===== src/rtl/xor_checksum_unit_pkg.sv =====
// Shared constants for the streaming XOR checksum unit: FSM state
// encodings and parameter defaults.
package xor_checksum_unit_pkg;

  // FSM state width and encodings (kept as plain constants so they match
  // the encodings used elsewhere in the data path).
  localparam int         STATE_W  = 2;
  localparam logic [1:0] ST_IDLE  = 2'd0;  // no word of the frame yet
  localparam logic [1:0] ST_ACCUM = 2'd1;  // at least one word accepted
  localparam logic [1:0] ST_HOLD  = 2'd2;  // result presented, waiting for consumer

  // Parameter defaults.
  localparam int   DEF_WIDTH = 8;
  localparam int   DEF_CNT_W = 8;
  localparam logic DEF_ODD   = 1'b0;  // 0 = even parity, 1 = odd parity

endpackage


===== src/rtl/xor_checksum_unit_xor_word_n.sv =====
// WIDTH-bit bitwise XOR assembled from one 2-input XOR cell per bit.
// Used by the checksum unit to fold an incoming word into the accumulator.
module xor_word_n
  import xor_checksum_unit_pkg::*;
#(
  parameter int WIDTH = DEF_WIDTH
) (
  input  logic [WIDTH-1:0] a,
  input  logic [WIDTH-1:0] b,
  output logic [WIDTH-1:0] y
);

  // One 2-input XOR cell per bit column.
  for (genvar i = 0; i < WIDTH; i++) begin : g_cell
    assign y[i] = a[i] ^ b[i];
  end

endmodule


===== src/rtl/xor_checksum_unit.sv =====
// Streaming longitudinal XOR checksum. Words arrive over a valid/ready
// handshake and are folded column-wise into an accumulator. After the last
// word of a frame the checksum, a parity bit and a saturating word count are
// held until the consumer takes them.
module xor_checksum_unit
  import xor_checksum_unit_pkg::*;
#(
  parameter int               WIDTH = DEF_WIDTH,
  parameter int               CNT_W = DEF_CNT_W,
  parameter logic [WIDTH-1:0] SEED  = '0,
  parameter logic             ODD   = DEF_ODD
) (
  input  logic             clock,
  input  logic             reset,
  input  logic             in_valid,
  input  logic [WIDTH-1:0] in_data,
  input  logic             in_last,
  output logic             in_ready,
  output logic             out_valid,
  output logic [WIDTH-1:0] out_checksum,
  output logic             out_parity,
  output logic [CNT_W-1:0] out_count,
  output logic             out_sat,
  input  logic             out_ready
);

  localparam logic [CNT_W-1:0] CNT_MAX = '1;

  logic [STATE_W-1:0] state;
  logic [WIDTH-1:0]   acc;
  logic [WIDTH-1:0]   acc_nxt;
  logic [CNT_W-1:0]   count;
  logic               sat;
  logic               accept;

  // Handshake flags decode the registered state only, so there is no
  // combinational path from in_valid or out_ready to any output.
  assign in_ready  = (state != ST_HOLD);
  assign out_valid = (state == ST_HOLD);
  assign accept    = in_valid & in_ready;

  xor_word_n #(
    .WIDTH (WIDTH)
  ) u_fold (
    .a (acc),
    .b (in_data),
    .y (acc_nxt)
  );

  // Frame FSM plus accumulator, counter and saturation flag.
  // NOTE: all state here uses non-blocking assignments so every register
  // samples the pre-edge value of every other register.
  always_ff @(posedge clock or posedge reset) begin
    if (reset) begin
      state <= ST_IDLE;
      acc   <= SEED;
      count <= '0;
      sat   <= 1'b0;
    end else begin
      case (state)
        ST_IDLE, ST_ACCUM: begin
          if (accept) begin
            acc <= acc_nxt;
            // Count stops at its maximum; one more word marks saturation
            // while the checksum keeps folding.
            if (count == CNT_MAX) begin
              sat <= 1'b1;
            end else begin
              count <= count + 1'b1;
            end
            state <= in_last ? ST_HOLD : ST_ACCUM;
          end
        end
        ST_HOLD: begin
          // in_valid is ignored here; the result stays frozen until taken.
          if (out_ready) begin
            state <= ST_IDLE;
            acc   <= SEED;
            count <= '0;
            sat   <= 1'b0;
          end
        end
        default: begin
          state <= ST_IDLE;
          acc   <= SEED;
          count <= '0;
          sat   <= 1'b0;
        end
      endcase
    end
  end

  assign out_checksum = acc;
  assign out_count    = count;
  assign out_sat      = sat;
  assign out_parity   = (^acc) ^ ODD;

endmodule


===== config.mk =====
export PLATFORM = sky130hd
export DESIGN_NAME = xor_checksum_unit
export DESIGN_NICKNAME = d
export VERILOG_FILES = /design/src/rtl/xor_checksum_unit_pkg.sv /design/src/rtl/xor_checksum_unit_xor_word_n.sv /design/src/rtl/xor_checksum_unit.sv
export SDC_FILE = /design/constraint.sdc
export NUM_CORES = 1
export LEC_CHECK = 0
export CAP_MARGIN = 30
export CORE_MARGIN = 3
export CORE_UTILIZATION = 40
export CTS_CLUSTER_SIZE = 40
export DETAILED_ROUTE_END_ITERATION = 10
export GPL_ROUTABILITY_DRIVEN = 1
export GPL_TIMING_DRIVEN = 1
export PLACE_DENSITY = 0.81
export SETUP_SLACK_MARGIN = 0.15
export SYNTH_ARGS = -nofsm -noshare
export SYNTH_HDL_FRONTEND = slang
export SYNTH_SLANG_ARGS = --single-unit
export TNS_END_PERCENT = 100

===== constraint.sdc =====
create_clock -name clock -period 4.81 [get_ports clock]
set_input_delay 1.2025 -clock clock [delete_from_list [all_inputs] [get_ports clock]]
set_output_delay 1.2025 -clock clock [all_outputs]
set_load 0.02 [all_outputs]

==> results.sh, run 1 <==
export IMPL_status="finished, final reports clean"
export IMPL_cts_resized=0
export IMPL_detail_route_wirelength_mm=2.36
export IMPL_net_count_after_synthesis=123
export IMPL_synth_ff_latch_count=19
export IMPL_floorplan_die_area_um2=3230
export IMPL_period_share=0.640
export IMPL_fp_row_count=17
export IMPL_worstHoldPathType="flop to flop"
export IMPL_grt_setup_unrepaired="no"
export IMPL_design_final_nets=155
export IMPL_worst_path_arrival_ps=1870
export IMPL_drc_errors=0
export IMPL_part_of_the_power_in_registers=0.334
export IMPL_max_freq_mhz=325
export IMPL_die_w_um=56.9
export IMPL_rr_worst_depth=4
export IMPL_worst_skew_pair_late_latency_ps=290
export IMPL_p_switching_mw=0.370
export IMPL_vias_in_the_first_global_route=913
export IMPL_max_cap_viol_count=0
export IMPL_worstSetupPathType="flop to output pin"
export IMPL_clock_sinks=19
export IMPL_yosys_area_top_type="sky130_fd_sc_hd__dfrtp_1"
export IMPL_max_slew_margin=0.524
export IMPL_p_comb_frac=0.579
export IMPL_dr_total_vias=911
export IMPL_final_setup_worst_slack_ps=1730
export IMPL_yosys_top_cells_area="sky130_fd_sc_hd__dfrtp_1, sky130_fd_sc_hd__xor2_1, sky130_fd_sc_hd__xnor2_1, sky130_fd_sc_hd__nand3_1, sky130_fd_sc_hd__o21ai_0"
export IMPL_synth_distinct_cells=34
export IMPL_pin_count_of_the_biggest_net_entering_global_routing=20
export IMPL_power_clock_fraction=0.087
export IMPL_tritoncts="yes"
export IMPL_synth_area_um2=1030
export IMPL_cts_inserted_buffers=3
export IMPL_critical_path_endpoint_type="output pin"
export IMPL_clk_pin_slew_ps=110
export IMPL_routed_wire_length_per_instance_um=14.1
export IMPL_antenna_found_initial=0
export IMPL_final_hold_violation_count=0
export IMPL_die_h_um=56.9
export IMPL_internal_power_mw=0.522
export IMPL_final_core_util=0.593
export IMPL_netlist_area_leader_share=0.459
export IMPL_fin_worst_hold_slack_ps=551
export IMPL_tightest_slew_ps=714
export IMPL_power_ir_vdd_worst_mv=0.744
export IMPL_grt_pass1_wl_mm=4.06
export IMPL_crit_start="out_checksum[6]$_DFFE_PP0P_"
export IMPL_start_kind="flop"
export IMPL_placeable_core_region_um2=2340
export IMPL_seq_area_frac_synth=0.459
export IMPL_setup_tns_ps=0
export IMPL_worstReg2RegEnd="out_count[5]$_DFFE_PP0P_"
export IMPL_areaGrowthSynthToFinish_pct=34.1
export IMPL_synth_warnings=0
export IMPL_finalWeightedCongestion=0.817
export IMPL_drv_slew=0
export IMPL_finClkSkew_ps=14.0
export IMPL_layout_drive_gt1_share=0.0500
export IMPL_finalWorstPathRequiredPeriod_ps=3080
export IMPL_first_iter_violations=19
export IMPL_floorplan_io_pins=33
export IMPL_sum_of_overflow_across_all_layers_after_global_routing=0
export IMPL_firstDrtPassIters=4
export IMPL_antenna_diode_count=0
export IMPL_cts_path_max_buffers=2
export IMPL_power_per_standard_cell_area_nw_per_um2=642
export IMPL_syn_mean_instance_area_um2=9.49
export IMPL_drt_vias_per_instance=5.42
export IMPL_ant_nets=0
export IMPL_holdBufCountCts=0
export IMPL_cellLeakagePower_nw=0.593
export IMPL_cts_max_level=1
export IMPL_min_delay_path_depth=2
export IMPL_r2r_slack_ps=2910
export IMPL_hpwlAfterDp_mm=1.78
export IMPL_crit_path_max_fanout=3
export IMPL_sw_ratio=0.415
export IMPL_post_cts_setup_buffers=0
export IMPL_finalSetupViolCount=0
export IMPL_critical_path_required_ps=3610
export IMPL_syn_instance_count=109
export IMPL_initial_core_utilization=0.442
export IMPL_critPathCapture="out_parity"
export IMPL_io_buffers=32
export IMPL_grtUsageTotal=0.154
export IMPL_post_placement_setup_slack_ps=1870
export IMPL_worstReg2RegStart="state[1]$_DFFE_PP0P_"
export IMPL_clock_tree_root_cell="sky130_fd_sc_hd__clkbuf_4"
[flip-flops by register name (all words and copies together), names as in the netlist]
name          count
out_count         8
out_sat           1
out_checksum      8
state             2
[critical path, stage by stage (launching register included)]
cell and delay (ps):
sky130_fd_sc_hd__dfrtp_1 440, sky130_fd_sc_hd__xor2_1 180, sky130_fd_sc_hd__xnor2_1 210, sky130_fd_sc_hd__xnor2_1 140
sky130_fd_sc_hd__clkdlybuf4s50_1 610
[how the worst min path moves through the flow]
stage,startpoint,endpoint
6_report,out_sat$_DFFE_PP0P_,out_sat$_DFFE_PP0P_
3_5_place_dp,out_sat$_DFFE_PP0P_,out_sat$_DFFE_PP0P_
5_1_grt,out_checksum[4]$_DFFE_PP0P_,out_checksum[4]$_DFFE_PP0P_
4_1_cts,out_sat$_DFFE_PP0P_,out_sat$_DFFE_PP0P_
2_1_floorplan,state[0]$_DFFE_PP0P_,state[0]$_DFFE_PP0P_
3_3_place_gp,out_sat$_DFFE_PP0P_,out_sat$_DFFE_PP0P_
[layout make-up]
| cell class | instances | area (µm²) |
|---|---|---|
| repair buffers | 32 | 320 |
| well taps | 28 | 35.0 |
| clock buffers | 4 | 26.3 |
| multi-input cells | 83 | 523 |
| fillers | 224 | 952 |
| flip-flops and latches | 19 | 475 |
| inverters | 2 | 7.51 |
[stage by stage]
step / power, mW / instance area, µm² / std cells
6_report: 0.891 / 1390 / 168
5_1_grt: 0.945 / 1390 / 168
4_1_cts: 0.898 / 1390 / 168
3_5_place_dp: 0.817 / 1360 / 164
3_3_place_gp: 0.806 / 1360 / 164
2_1_floorplan: 0.589 / 1030 / 109
[placed cells by master, fill, tap and decap left out, types with 2 or more instances in the layout]
master                             n
sky130_fd_sc_hd__clkdlybuf4s50_1  32
sky130_fd_sc_hd__o21ai_0          10
sky130_fd_sc_hd__nand3_1          10
sky130_fd_sc_hd__nor2b_1           2
sky130_fd_sc_hd__nor2_1           12
sky130_fd_sc_hd__dfrtp_1          19
sky130_fd_sc_hd__and3_1            3
sky130_fd_sc_hd__clkbuf_4          3
sky130_fd_sc_hd__xor2_1            9
sky130_fd_sc_hd__a21o_1            2
sky130_fd_sc_hd__a21oi_1           2
sky130_fd_sc_hd__xnor2_1           6
sky130_fd_sc_hd__inv_1             2
sky130_fd_sc_hd__nand2b_1          4
sky130_fd_sc_hd__or3_1             2
sky130_fd_sc_hd__nand2_1           4
[layer usage]
| metal | part of all wire | wire, µm | global-route usage | vias up |
|---|---|---|---|---|
| met2 | 0.49 | 1160 | 0.252 | 31 |
| li1 | - | - | - | 435 |
| met4 | 0.0038 | 9 | 0.0298 | 0 |
| met3 | 0.060 | 141 | 0.0322 | 2 |
| met5 | 0 | 0 | 0 | - |
| met1 | 0.45 | 1060 | 0.211 | 443 |
[Yosys cell counts]
| library cell | count |
|---|---|
| sky130_fd_sc_hd__dfrtp_1 | 19 |
| sky130_fd_sc_hd__nor2_1 | 12 |
| sky130_fd_sc_hd__nand3_1 | 10 |
| sky130_fd_sc_hd__o21ai_0 | 10 |
| sky130_fd_sc_hd__xor2_1 | 9 |
| sky130_fd_sc_hd__xnor2_1 | 6 |
| sky130_fd_sc_hd__nand2_1 | 4 |
| sky130_fd_sc_hd__nand2b_1 | 4 |
| sky130_fd_sc_hd__and3_1 | 3 |
| sky130_fd_sc_hd__a21o_1 | 2 |
| sky130_fd_sc_hd__a21oi_1 | 2 |
| sky130_fd_sc_hd__buf_2 | 2 |
| sky130_fd_sc_hd__clkbuf_1 | 2 |
| sky130_fd_sc_hd__inv_1 | 2 |
| sky130_fd_sc_hd__nor2b_1 | 2 |
| sky130_fd_sc_hd__or3_1 | 2 |
| sky130_fd_sc_hd__a221o_1 | 1 |
| sky130_fd_sc_hd__a31oi_1 | 1 |
| sky130_fd_sc_hd__and2b_1 | 1 |
| sky130_fd_sc_hd__buf_6 | 1 |
| sky130_fd_sc_hd__ha_1 | 1 |
| sky130_fd_sc_hd__mux2_2 | 1 |
| sky130_fd_sc_hd__nand2_4 | 1 |
| sky130_fd_sc_hd__nand3b_1 | 1 |
| sky130_fd_sc_hd__nand4_1 | 1 |
| sky130_fd_sc_hd__nor3_1 | 1 |
| sky130_fd_sc_hd__nor4_1 | 1 |
| sky130_fd_sc_hd__o211ai_1 | 1 |
| sky130_fd_sc_hd__o21a_1 | 1 |
| sky130_fd_sc_hd__o221ai_1 | 1 |
| sky130_fd_sc_hd__o2bb2ai_1 | 1 |
| sky130_fd_sc_hd__or2_1 | 1 |
| sky130_fd_sc_hd__or2_2 | 1 |
| sky130_fd_sc_hd__or3b_2 | 1 |
[power groups by stage]
stage | clock (mW) | combinational (mW) | sequential (mW)
global route | 0.0865 | 0.550 | 0.308
CTS | 0.0801 | 0.522 | 0.296
detailed placement | 0 | 0.518 | 0.298
floorplan | 0 | 0.236 | 0.354
global placement | 0 | 0.511 | 0.295
finish | 0.0778 | 0.516 | 0.297
[kinds of logic after synthesis]
group	after synthesis	synth area share
muxes	1	0.0109
AOI/OAI and AO/OA	20	0.120
and+or+nand+nor	46	0.236
buffers and inverters	7	0.0351
xor gates and xnor gates	15	0.127
adders and majority gates	1	0.0121
DFF	19	0.459
Note: power is estimated with default switching activity, not from simulation.
==> run 2, diff against run 1 <==
PLACE_DENSITY = 0.83   (was 0.81)
clock period = 2.8 ns   (was 4.81 ns; I/O delays follow)
==> results.sh, run 2 (same netlist as run 1, synthesis figures left out) <==
export IMPL_status="finished, final reports clean"
export IMPL_power_per_standard_cell_area_nw_per_um2=1100
export IMPL_clock_sinks=19
export IMPL_clock_tree_root_cell="sky130_fd_sc_hd__clkbuf_4"
export IMPL_cellLeakagePower_nw=0.601
export IMPL_fin_worst_hold_slack_ps=564
export IMPL_drc_errors=0
export IMPL_power_clock_fraction=0.094
export IMPL_sum_of_overflow_across_all_layers_after_global_routing=0
export IMPL_pin_count_of_the_biggest_net_entering_global_routing=20
export IMPL_p_comb_frac=0.574
export IMPL_ant_nets=0
export IMPL_finClkSkew_ps=8.87
export IMPL_holdBufCountCts=0
export IMPL_design_final_nets=155
export IMPL_post_cts_setup_buffers=0
export IMPL_cts_path_max_buffers=2
export IMPL_sw_ratio=0.422
export IMPL_worstHoldPathType="flop to flop"
export IMPL_antenna_diode_count=0
export IMPL_max_slew_margin=0.527
export IMPL_power_ir_vdd_worst_mv=0.972
export IMPL_grtUsageTotal=0.162
export IMPL_tightest_slew_ps=709
export IMPL_crit_path_max_fanout=16
export IMPL_period_share=0.879
export IMPL_initial_core_utilization=0.442
export IMPL_setup_tns_ps=0
export IMPL_detail_route_wirelength_mm=2.39
export IMPL_hpwlAfterDp_mm=1.78
export IMPL_die_w_um=56.9
export IMPL_grt_pass1_wl_mm=4.14
export IMPL_mostFrequentLayoutCells="sky130_fd_sc_hd__clkdlybuf4s50_1, sky130_fd_sc_hd__dfrtp_1, sky130_fd_sc_hd__nor2_1, sky130_fd_sc_hd__nand3_1, sky130_fd_sc_hd__o21ai_0"
export IMPL_finalWeightedCongestion=0.820
export IMPL_antenna_found_initial=0
export IMPL_firstDrtPassIters=4
export IMPL_p_switching_mw=0.644
export IMPL_areaGrowthSynthToFinish_pct=34.7
export IMPL_placeable_core_region_um2=2340
export IMPL_critical_path_endpoint_type="output pin"
export IMPL_max_freq_mhz=406
export IMPL_finalSetupViolCount=0
export IMPL_internal_power_mw=0.883
export IMPL_critical_path_required_ps=2100
export IMPL_worst_skew_pair_late_latency_ps=300
export IMPL_floorplan_io_pins=33
export IMPL_finalWorstPathRequiredPeriod_ps=2460
export IMPL_start_kind="flop"
export IMPL_worstSetupPathType="flop to output pin"
export IMPL_io_buffers=32
export IMPL_final_hold_violation_count=0
export IMPL_cts_max_level=1
export IMPL_cts_inserted_buffers=3
export IMPL_drt_vias_per_instance=5.29
export IMPL_part_of_the_power_in_registers=0.332
export IMPL_tritoncts="yes"
export IMPL_leading_cell_type_in_the_layout_fill_and_taps_excluded="sky130_fd_sc_hd__clkdlybuf4s50_1"
export IMPL_floorplan_die_area_um2=3230
export IMPL_clk_pin_slew_ps=120
export IMPL_worst_path_arrival_ps=1760
export IMPL_cts_resized=0
export IMPL_routed_wire_length_per_instance_um=14.2
export IMPL_dr_total_vias=889
export IMPL_grt_setup_unrepaired="no"
export IMPL_first_iter_violations=22
export IMPL_max_cap_viol_count=0
export IMPL_die_h_um=56.9
export IMPL_vias_in_the_first_global_route=906
export IMPL_fp_row_count=17
export IMPL_drv_slew=0
export IMPL_r2r_slack_ps=900
export IMPL_layout_drive_gt1_share=0.0571
==> run 2: changes by cell type in the layout (fill, tap and decap cells not counted) <==
cell / before / now
sky130_fd_sc_hd__dlymetal6s2s_1: 0 / 1
sky130_fd_sc_hd__clkbuf_1: 1 / 0
sky130_fd_sc_hd__clkdlybuf4s50_1: 32 / 31
sky130_fd_sc_hd__clkinvlp_4: 0 / 1
==> run 2: path summary, 6_finish.rpt <==
| path | start | endpoint | depth (start not counted) |
|---|---|---|---|
| min reg2reg | out_sat$_DFFE_PP0P_ | out_sat$_DFFE_PP0P_ | 2 |
| max | state[1]$_DFFE_PP0P_ | out_valid | 2 |
| max in group asynchronous | reset | out_count[3]$_DFFE_PP0P_ | 2 |
| min | out_sat$_DFFE_PP0P_ | out_sat$_DFFE_PP0P_ | 2 |
| max reg2reg | out_count[0]$_DFFE_PP0P_ | out_count[5]$_DFFE_PP0P_ | 5 |
| min in group asynchronous | reset | out_count[1]$_DFFE_PP0P_ | 2 |
==> run 2: final cells by class <==
cell class | count | area [µm²]
inverter | 2 | 7.51
clock inverter | 1 | 7.51
multi-input combinational | 83 | 523
timing repair buffer | 32 | 323
sequential | 19 | 475
tap | 28 | 35.0
fill | 227 | 946
clock buffer | 3 | 22.5
==> run 2: layer usage <==
layer  vias up  share of wire  track usage
met4         0          0.010       0.0497
met3         4          0.064       0.0391
met2        31           0.46        0.261
li1        437              -            -
met1       417           0.47        0.216
met5         -              0            0
==> run 2: metrics by stage <==
step | power (mW) | setup slack (ps) | utilization | std cells | area, µm²
floorplan | 1.01 | 866 | - | 109 | 1030
global placement | 1.38 | 432 | 0.582 | 164 | 1360
detailed placement | 1.40 | 387 | 0.582 | 164 | 1360
CTS | 1.55 | 174 | 0.595 | 168 | 1390
global route | 1.63 | 214 | 0.596 | 168 | 1390
finish | 1.53 | 338 | 0.596 | 168 | 1390
==> run 2: power groups by stage <==
stage / clock [mW] / sequential, mW / combinational [mW]
after global routing: 0.166 / 0.532 / 0.933
after floorplan: 0 / 0.607 / 0.405
after global placement: 0 / 0.506 / 0.877
after CTS: 0.149 / 0.505 / 0.900
after detailed placement: 0 / 0.509 / 0.895
final: 0.144 / 0.507 / 0.876
==> run 2: worst max-delay path: stages, from the launching register on <==
cell	delay, ps
sky130_fd_sc_hd__dfrtp_1	600
sky130_fd_sc_hd__nor2b_1	230
sky130_fd_sc_hd__clkdlybuf4s50_1	630
==> run 3, diff against run 2 <==
SETUP_SLACK_MARGIN = default   (was 0.15)
==> results.sh, run 3 (same netlist as run 1, synthesis figures left out) <==
export IMPL_drv_slew=0
export IMPL_min_delay_path_depth=2
export IMPL_final_setup_worst_slack_ps=191
export IMPL_floorplan_io_pins=33
export IMPL_start_kind="flop"
export IMPL_hpwlAfterDp_mm=1.78
export IMPL_firstDrtPassIters=4
export IMPL_crit_path_cell_trace="xor2_1 > xnor2_1 > xnor2_1 > clkdlybuf4s50_1"
export IMPL_tightest_slew_ps=709
export IMPL_io_buffers=32
export IMPL_holdBufCountCts=0
export IMPL_routed_wire_length_per_instance_um=14.2
export IMPL_clk_pin_slew_ps=120
export IMPL_worst_skew_pair_late_latency_ps=300
export IMPL_rr_worst_depth=5
export IMPL_worstReg2RegStart="out_count[0]$_DFFE_PP0P_"
export IMPL_cts_path_max_buffers=2
export IMPL_critical_path_required_ps=2100
export IMPL_design_final_nets=155
export IMPL_sum_of_overflow_across_all_layers_after_global_routing=0
export IMPL_slowest_stage="sky130_fd_sc_hd__clkdlybuf4s50_1"
export IMPL_hp_start="out_sat$_DFFE_PP0P_"
export IMPL_fill_cells=228
export IMPL_placeable_core_region_um2=2340
export IMPL_clock_sinks=19
export IMPL_max_slew_margin=0.527
export IMPL_worstReg2RegEnd="out_count[5]$_DFFE_PP0P_"
export IMPL_die_h_um=56.9
export IMPL_worstSetupPathType="flop to output pin"
export IMPL_power_ir_vdd_worst_mv=1.05
export IMPL_detail_route_wirelength_mm=2.38
export IMPL_die_w_um=56.9
export IMPL_first_iter_violations=22
export IMPL_finalSetupViolCount=0
export IMPL_tritoncts="yes"
export IMPL_floorplan_die_area_um2=3230
export IMPL_hold_path_endpoint="out_sat$_DFFE_PP0P_"
export IMPL_final_hold_violation_count=0
export IMPL_crit_path_max_fanout=3
export IMPL_vias_in_the_first_global_route=906
export IMPL_fp_row_count=17
export IMPL_grtUsageTotal=0.162
export IMPL_grt_setup_unrepaired="no"
export IMPL_antenna_diode_count=0
export IMPL_critical_path_top_cell_by_count="sky130_fd_sc_hd__xnor2_1"
export IMPL_cts_inserted_buffers=3
export IMPL_antenna_found_initial=0
export IMPL_max_cap_viol_count=0
export IMPL_critPathBufInv=1
export IMPL_cts_max_level=1
export IMPL_pin_count_of_the_biggest_net_entering_global_routing=20
export IMPL_critical_path_top_delay_family="buffers and inverters"
export IMPL_leading_cell_type_in_the_layout_fill_and_taps_excluded="sky130_fd_sc_hd__clkdlybuf4s50_1"
export IMPL_finalWorstPathRequiredPeriod_ps=2610
export IMPL_post_placement_setup_slack_ps=387
export IMPL_period_share=0.932
export IMPL_dr_total_vias=890
export IMPL_worst_path_arrival_ps=1910
export IMPL_largest_stage_delay_on_the_critical_path_ps=610
export IMPL_mostFrequentLayoutCells="sky130_fd_sc_hd__clkdlybuf4s50_1, sky130_fd_sc_hd__dfrtp_1, sky130_fd_sc_hd__nor2_1, sky130_fd_sc_hd__nand3_1, sky130_fd_sc_hd__o21ai_0"
export IMPL_ant_nets=0
export IMPL_finalWeightedCongestion=0.820
export IMPL_drt_vias_per_instance=5.30
export IMPL_worstHoldPathType="flop to flop"
export IMPL_post_cts_setup_buffers=0
export IMPL_grt_pass1_wl_mm=4.14
export IMPL_initial_core_utilization=0.442
export IMPL_cts_resized=0
export IMPL_setup_tns_ps=0
export IMPL_drc_errors=0
export IMPL_finClkSkew_ps=8.76
export IMPL_areaGrowthSynthToFinish_pct=34.5
export IMPL_r2r_slack_ps=900
export IMPL_critical_path_endpoint_type="output pin"
export IMPL_cellLeakagePower_nw=0.592
export IMPL_power_per_standard_cell_area_nw_per_um2=1110
export IMPL_clock_tree_root_cell="sky130_fd_sc_hd__clkbuf_4"
export IMPL_max_freq_mhz=383
export IMPL_layout_drive_gt1_share=0.0571
export IMPL_status="finished, final reports clean"
## run 3: how the worst max path moves through the flow
stage,start,end,slack (ps),cells after the start
5_1_grt,out_checksum[6]$_DFFE_PP0P_,out_parity,110,4
3_3_place_gp,in_valid,out_count[7]$_DFFE_PP0P_,430,5
3_5_place_dp,in_valid,out_count[7]$_DFFE_PP0P_,390,5
6_report,out_checksum[6]$_DFFE_PP0P_,out_parity,190,4
4_1_cts,out_checksum[6]$_DFFE_PP0P_,out_parity,170,4
2_1_floorplan,state[1]$_DFFE_PP0P_,in_ready,870,3
## run 3: layout make-up
cell class / count / area [µm²] / share of cell area
Clock inverter: 1 / 7.51 / 0.00540
Sequential cell: 19 / 475 / 0.342
Clock buffer: 3 / 22.5 / 0.0162
Multi-Input combinational cell: 83 / 523 / 0.376
Inverter: 2 / 7.51 / 0.00540
Tap cell: 28 / 35.0 / 0.0252
Timing Repair Buffer: 32 / 320 / 0.230
## run 3: power breakdown
group          total (mW)  internal [mW]  leakage [nW]  switching [mW]
clock network       0.144         0.0544        0.0139          0.0898
logic               0.888          0.466         0.342           0.422
registers           0.507          0.374         0.237           0.132
total                1.54          0.895         0.592           0.644
## run 3: worst reg2reg max path, cell delays in order, from the launching register on
cell and delay (ps):
sky130_fd_sc_hd__dfrtp_1 430, sky130_fd_sc_hd__ha_1 210, sky130_fd_sc_hd__nand3_1 230, sky130_fd_sc_hd__nor3_1 450, sky130_fd_sc_hd__or2_1 310, sky130_fd_sc_hd__o221ai_1 140
## run 3: routing by layer
metal  global-route usage  part of all wire  up-vias
met5                    0                 0        -
met4               0.0497             0.010        0
met3               0.0391             0.063        4
met2                0.261              0.46       31
met1                0.216              0.47      418
li1                     -                 -      437
## run 3: through the flow
step	std cells	util	power (mW)	hold WS [ps]	cell area, µm²
2_1_floorplan	109	-	1.01	537	1030
3_3_place_gp	164	0.582	1.38	483	1360
3_5_place_dp	164	0.582	1.40	532	1360
4_1_cts	168	0.595	1.55	559	1390
5_1_grt	168	0.595	1.64	607	1390
6_report	168	0.595	1.54	562	1390
